--- config.mk ---
export PLATFORM = sky130hd
export DESIGN_NAME = cordic_arbiter
export DESIGN_NICKNAME = d
export VERILOG_FILES = /design/src/rtl/cordic_arbiter.sv
export SDC_FILE = /design/constraint.sdc
export NUM_CORES = 1
export LEC_CHECK = 0
export ABC_AREA = 1
export CORE_MARGIN = 4
export CORE_UTILIZATION = 44
export CTS_CLUSTER_SIZE = 20
export DETAILED_ROUTE_END_ITERATION = 6
export GPL_ROUTABILITY_DRIVEN = 0
export PLACE_DENSITY = 0.86
export SLEW_MARGIN = 30
export SYNTH_ARGS = -nofsm -noshare
export SYNTH_HDL_FRONTEND = slang
export SYNTH_SLANG_ARGS = --single-unit
--- constraint.sdc ---
create_clock -name clk -period 4.63 [get_ports clk]
set_input_delay 0.926 -clock clk [delete_from_list [all_inputs] [get_ports clk]]
set_output_delay 0.926 -clock clk [all_outputs]
set_load 0.02 [all_outputs]
--- src/rtl/cordic_arbiter.sv ---
// cordic_arbiter: round-robin sharing of one iterative CORDIC engine between two
// requesters. One job is outstanding at a time. The FSM walks through the states
// IDLE -> ISSUE -> BUSY -> RESP. A job returns the engine result, or an error
// response when the engine does not finish within TIMEOUT busy cycles.
module cordic_arbiter #(
  // Busy cycles without eng_done before abort; meaningful range 20..255
  parameter int unsigned TIMEOUT = 64
) (
  input  logic        clk,
  input  logic        reset,
  input  logic        clk_en,
  input  logic        req0_valid,
  input  logic [31:0] req0_angle,
  output logic        req0_ready,
  input  logic        req1_valid,
  input  logic [31:0] req1_angle,
  output logic        req1_ready,
  output logic        rsp0_valid,
  input  logic        rsp0_ready,
  output logic        rsp1_valid,
  input  logic        rsp1_ready,
  output logic [31:0] rsp_data,
  output logic        rsp_err,
  output logic        eng_start,
  output logic [31:0] eng_dataa,
  output logic        eng_abort,
  input  logic [31:0] eng_result,
  input  logic        eng_done,
  output logic        busy
);

  typedef enum logic [1:0] {StIdle, StIssue, StBusy, StResp} state_e;

  localparam logic [7:0] TimeoutCnt = 8'(TIMEOUT);

  state_e      r_state;
  state_e      w_state_next;
  logic        r_grant;
  logic        r_last_grant;
  logic [7:0]  r_cnt;
  logic [31:0] r_dataa;
  logic [31:0] r_rsp_data;
  logic        r_rsp_err;

  logic        w_win;
  logic        w_accept;
  logic        w_done_ok;
  logic        w_timeout;

  // Round-robin winner: a lone requester wins, a tie goes to the one not granted last
  always_comb begin
    w_win = 1'b0;
    if (req0_valid && req1_valid) begin
      w_win = ~r_last_grant;
    end else if (req1_valid) begin
      w_win = 1'b1;
    end
  end

  assign w_accept  = (r_state == StIdle) && (req0_valid || req1_valid);
  // r_cnt is 0 only in the first BUSY cycle, where the engine flag may still be stale
  assign w_done_ok = (r_state == StBusy) && (r_cnt != 8'd0) && eng_done;
  assign w_timeout = (r_state == StBusy) && !w_done_ok && (r_cnt == TimeoutCnt);

  // Next-state and handshake/engine control outputs
  always_comb begin
    w_state_next = r_state;
    req0_ready   = 1'b0;
    req1_ready   = 1'b0;
    rsp0_valid   = 1'b0;
    rsp1_valid   = 1'b0;
    eng_start    = 1'b0;
    eng_abort    = 1'b0;
    unique case (r_state)
      StIdle: begin
        req0_ready = req0_valid && !w_win;
        req1_ready = req1_valid && w_win;
        if (w_accept) begin
          w_state_next = StIssue;
        end
      end
      StIssue: begin
        eng_start    = 1'b1;
        w_state_next = StBusy;
      end
      StBusy: begin
        if (w_done_ok) begin
          w_state_next = StResp;
        end else if (w_timeout) begin
          eng_abort    = 1'b1;
          w_state_next = StResp;
        end
      end
      StResp: begin
        rsp0_valid = !r_grant;
        rsp1_valid = r_grant;
        if (r_grant ? rsp1_ready : rsp0_ready) begin
          w_state_next = StIdle;
        end
      end
      default: w_state_next = StIdle;
    endcase
  end

  // State, grant bookkeeping, timeout counter and captured data; frozen when clk_en is low
  always_ff @(posedge clk or posedge reset) begin
    if (reset) begin
      r_state      <= StIdle;
      r_grant      <= 1'b0;
      r_last_grant <= 1'b1;
      r_cnt        <= 8'd0;
      r_dataa      <= 32'd0;
      r_rsp_data   <= 32'd0;
      r_rsp_err    <= 1'b0;
    end else if (clk_en) begin
      r_state <= w_state_next;
      if (w_accept) begin
        r_dataa      <= w_win ? req1_angle : req0_angle;
        r_grant      <= w_win;
        r_last_grant <= w_win;
      end
      if (r_state == StIssue) begin
        r_cnt <= 8'd0;
      end else if (r_state == StBusy) begin
        r_cnt <= r_cnt + 8'd1;
      end
      if (w_done_ok) begin
        r_rsp_data <= eng_result;
        r_rsp_err  <= 1'b0;
      end else if (w_timeout) begin
        r_rsp_data <= 32'd0;
        r_rsp_err  <= 1'b1;
      end
    end
  end

  assign eng_dataa = r_dataa;
  assign rsp_data  = r_rsp_data;
  assign rsp_err   = r_rsp_err;
  assign busy      = (r_state != StIdle);

endmodule

==> run metrics, run 1 <==
sw frac 40.8%; Global Route Usage Sum 21.3%; crit path DAT 3230 ps; fmax 0.241 GHz; vias in the first global route 3512; total negative slack 0 ps; Fin Hold WS 489 ps; CTS sink cnt 77; Netlist cell types 25; post-synthesis cell count 433; nets 716; RSZ-0062 raised after global routing no; Reg power frac 33.8%; CTS max path bufs 2; Hold Path Stages 2; Crit Path Max Fanout 33; Post-DRT Antenna Nets 0; Post-CTS Setup Repair Bufs 0; root buffer cell clkbuf_8; filler cell count in the final layout 649; remaining global-route overflow 0; n_diodes 0; period utilisation layout 89.7%; vias per cell 4.90; CP endpoint kind primary output; initial antenna violation count 0; critical path data required time 3700 ps; Initial Util 45.9%; internal power 2.09 mW; Post-Syn Area 3600 um^2; Slew @ Worst Pin 900 ps; Detail Placement HPWL 8140 um; Fin. Hold Viols 0; DRC violations left 0; initial DRC count 91; CP startpoint kind primary input; H-Tree Depth 3; Via Count 3487; minimum clock period 4150 ps; Hold Crit Class reg2reg; clk slew on worst S/H paths 70 ps; Max Cap Viol 0; Seq cells post-synth 77; TritonCTS clock tree done; Area Overhead vs Synth 55.6%; pwr/cell area 631 nW/um^2; P_sw 1.44 mW; crit path kind in2out; Max Slew Vio Count 0; R2R cell count 7; Max VDD drop 0.000293 V; cts hold-fix bufs 0; Synth Area per Inst 8.32 um^2; Die H 98.5 um; PortBufs 175; Clock Skew 10.5 ps; Lkg Pwr 2.60 nW; Clock Power Share 14.8%; share of layout cells above drive strength 1 6.07%; status complete, no violations; post-cts resize count 0; first drt pass iteration count 6; drt total wl 10400 um; clk_lat worst skew 340 ps; row count 32; io pins 176; first-pass GRT wire length 16700 um; final setup vio count 0; core area 7850 um^2; wire per inst 14.6 um; largest net degree at the start of global routing 35; Worst slew margin 39.6%; Comb power frac 51.4%; die width 98.5 um; Syn Nets 544; die area 9700 um^2; Ys Warns 0; Seq/Total Area, Yosys 53.5%; cts bufs inserted 9
## placed cells by master (no fill, tap or decap), types with 2 or more instances in the layout
master and instances:
nand4_1 2, buf_4 5, nand2_1 124, nand3_1 10, a31oi_1 32, nand3_2 3
clkinvlp_4 3, clkdlybuf4s50_1 175, nor2_1 44, ha_1 7, o21ai_0 30, clkbuf_8 9
o21ai_1 5, inv_6 2, a21oi_1 2, dfrtp_1 76, inv_1 55, o21ai_2 6
nor3_1 9
## synthesized netlist by cell type, drive strengths merged
master | instances | share of area (%)
a31oi | 32 | 5.6
nor3b | 1 | 0.21
clkbuf | 6 | 0.73
ha | 7 | 2.4
dfstp | 1 | 0.73
a21oi | 3 | 0.52
nand2 | 125 | 13
nand4 | 2 | 0.35
buf | 13 | 2.8
o21ai | 41 | 6.3
nor2 | 46 | 4.9
nand3 | 13 | 2.2
nor3 | 9 | 1.3
inv | 57 | 5.9
or2 | 1 | 0.17
dfrtp | 76 | 53
## metal layers
| layer | GRT usage, % | vias to the layer above | part of all wire (%) |
|---|---|---|---|
| li1 | - | 1718 | - |
| met1 | 23.5 | 1620 | 38 |
| met2 | 39.5 | 127 | 53 |
| met3 | 4.18 | 22 | 6.0 |
| met4 | 9.24 | 0 | 2.8 |
| met5 | 0 | - | 0 |
## flip-flops by register name, summed over array words and instances (netlist names)
register	count
eng_dataa	32
r_cnt	8
r_grant	1
r_last_grant	1
r_state	2
rsp_data	32
rsp_err	1
## area by class of cell
cell class | instances | area [um^2] | area share (%)
flip-flops and latches | 77 | 1930 | 34.4
clock buffers | 9 | 124 | 2.21
inverters | 57 | 214 | 3.82
well taps | 102 | 128 | 2.28
clock inverters | 7 | 81.3 | 1.45
multi-input cells | 280 | 1340 | 23.9
repair buffers | 180 | 1790 | 31.9
## path summary, 6_finish.rpt
check                            startpoint       endpoint  slack [ps]
worst max-delay path             req1_valid     req1_ready         480
worst min-delay path            rsp_data[2]    rsp_data[2]         490
worst max register to register   r_state[0]  eng_dataa[18]        2580
worst min register to register  rsp_data[2]    rsp_data[2]         490
max in group asynchronous             reset   r_last_grant        2940
min in group asynchronous             reset    rsp_data[6]         890
## worst max-delay path: stages
cell	delay (ps)
clkdlybuf4s50_1	450
inv_1	60
a21oi_2	130
clkinv_1	720
nor2_1	300
clkdlybuf4s50_1	640
## cells by family (layout without fill, tap and decap cells)
family	Yosys count	after routing	share of synthesized area [%]
flip-flops	77	77	53.5
AND/OR/NAND/NOR	197	197	22.2
buffers and inverters	76	253	9.48
AO/OA/AOI/OAI	76	76	12.4
adder cells (fa/ha/maj)	7	7	2.43
## power groups by stage
| stage | Clock (mW) | Sequential [mW] | Combinational, mW |
|---|---|---|---|
| floorplan | 0 | 1.50 | 0.605 |
| global placement | 0 | 1.19 | 1.77 |
| detailed placement | 0 | 1.21 | 1.83 |
| CTS | 0.532 | 1.20 | 1.83 |
| global route | 0.562 | 1.24 | 1.95 |
| finish | 0.522 | 1.20 | 1.82 |
## per-stage QoR
stage	util [%]	cell area, um^2	worst slack (ps)	instances	power (mW)
final	71.4	5600	478	712	3.53
after global routing	71.4	5600	292	712	3.75
after CTS	71.4	5600	811	712	3.56
after detailed placement	68.8	5400	832	696	3.04
after global placement	68.8	5400	873	696	2.96
after floorplan	-	3600	1740	433	2.11
(Power assumes the default switching activity.)
==> run 2: changes to the inputs <==
--- a/config.mk
+++ b/config.mk
@@ -11,6 +11,7 @@
 export CTS_CLUSTER_SIZE = 20
 export DETAILED_ROUTE_END_ITERATION = 6
 export GPL_ROUTABILITY_DRIVEN = 0
+export HOLD_SLACK_MARGIN = 0.08
 export PLACE_DENSITY = 0.86
 export SLEW_MARGIN = 30
 export SYNTH_ARGS = -nofsm -noshare
==> results of run 2 <==
The final DEF is identical to that of run 1; final timing and power are the same.
==> run 3: changes to the inputs <==
--- a/config.mk
+++ b/config.mk
@@ -8,7 +8,7 @@
 export ABC_AREA = 1
 export CORE_MARGIN = 4
 export CORE_UTILIZATION = 44
-export CTS_CLUSTER_SIZE = 20
+export CTS_CLUSTER_SIZE = 24
 export DETAILED_ROUTE_END_ITERATION = 6
 export GPL_ROUTABILITY_DRIVEN = 0
 export HOLD_SLACK_MARGIN = 0.08
==> results of run 3 <==
The final DEF is identical to that of run 1; final timing and power are the same.
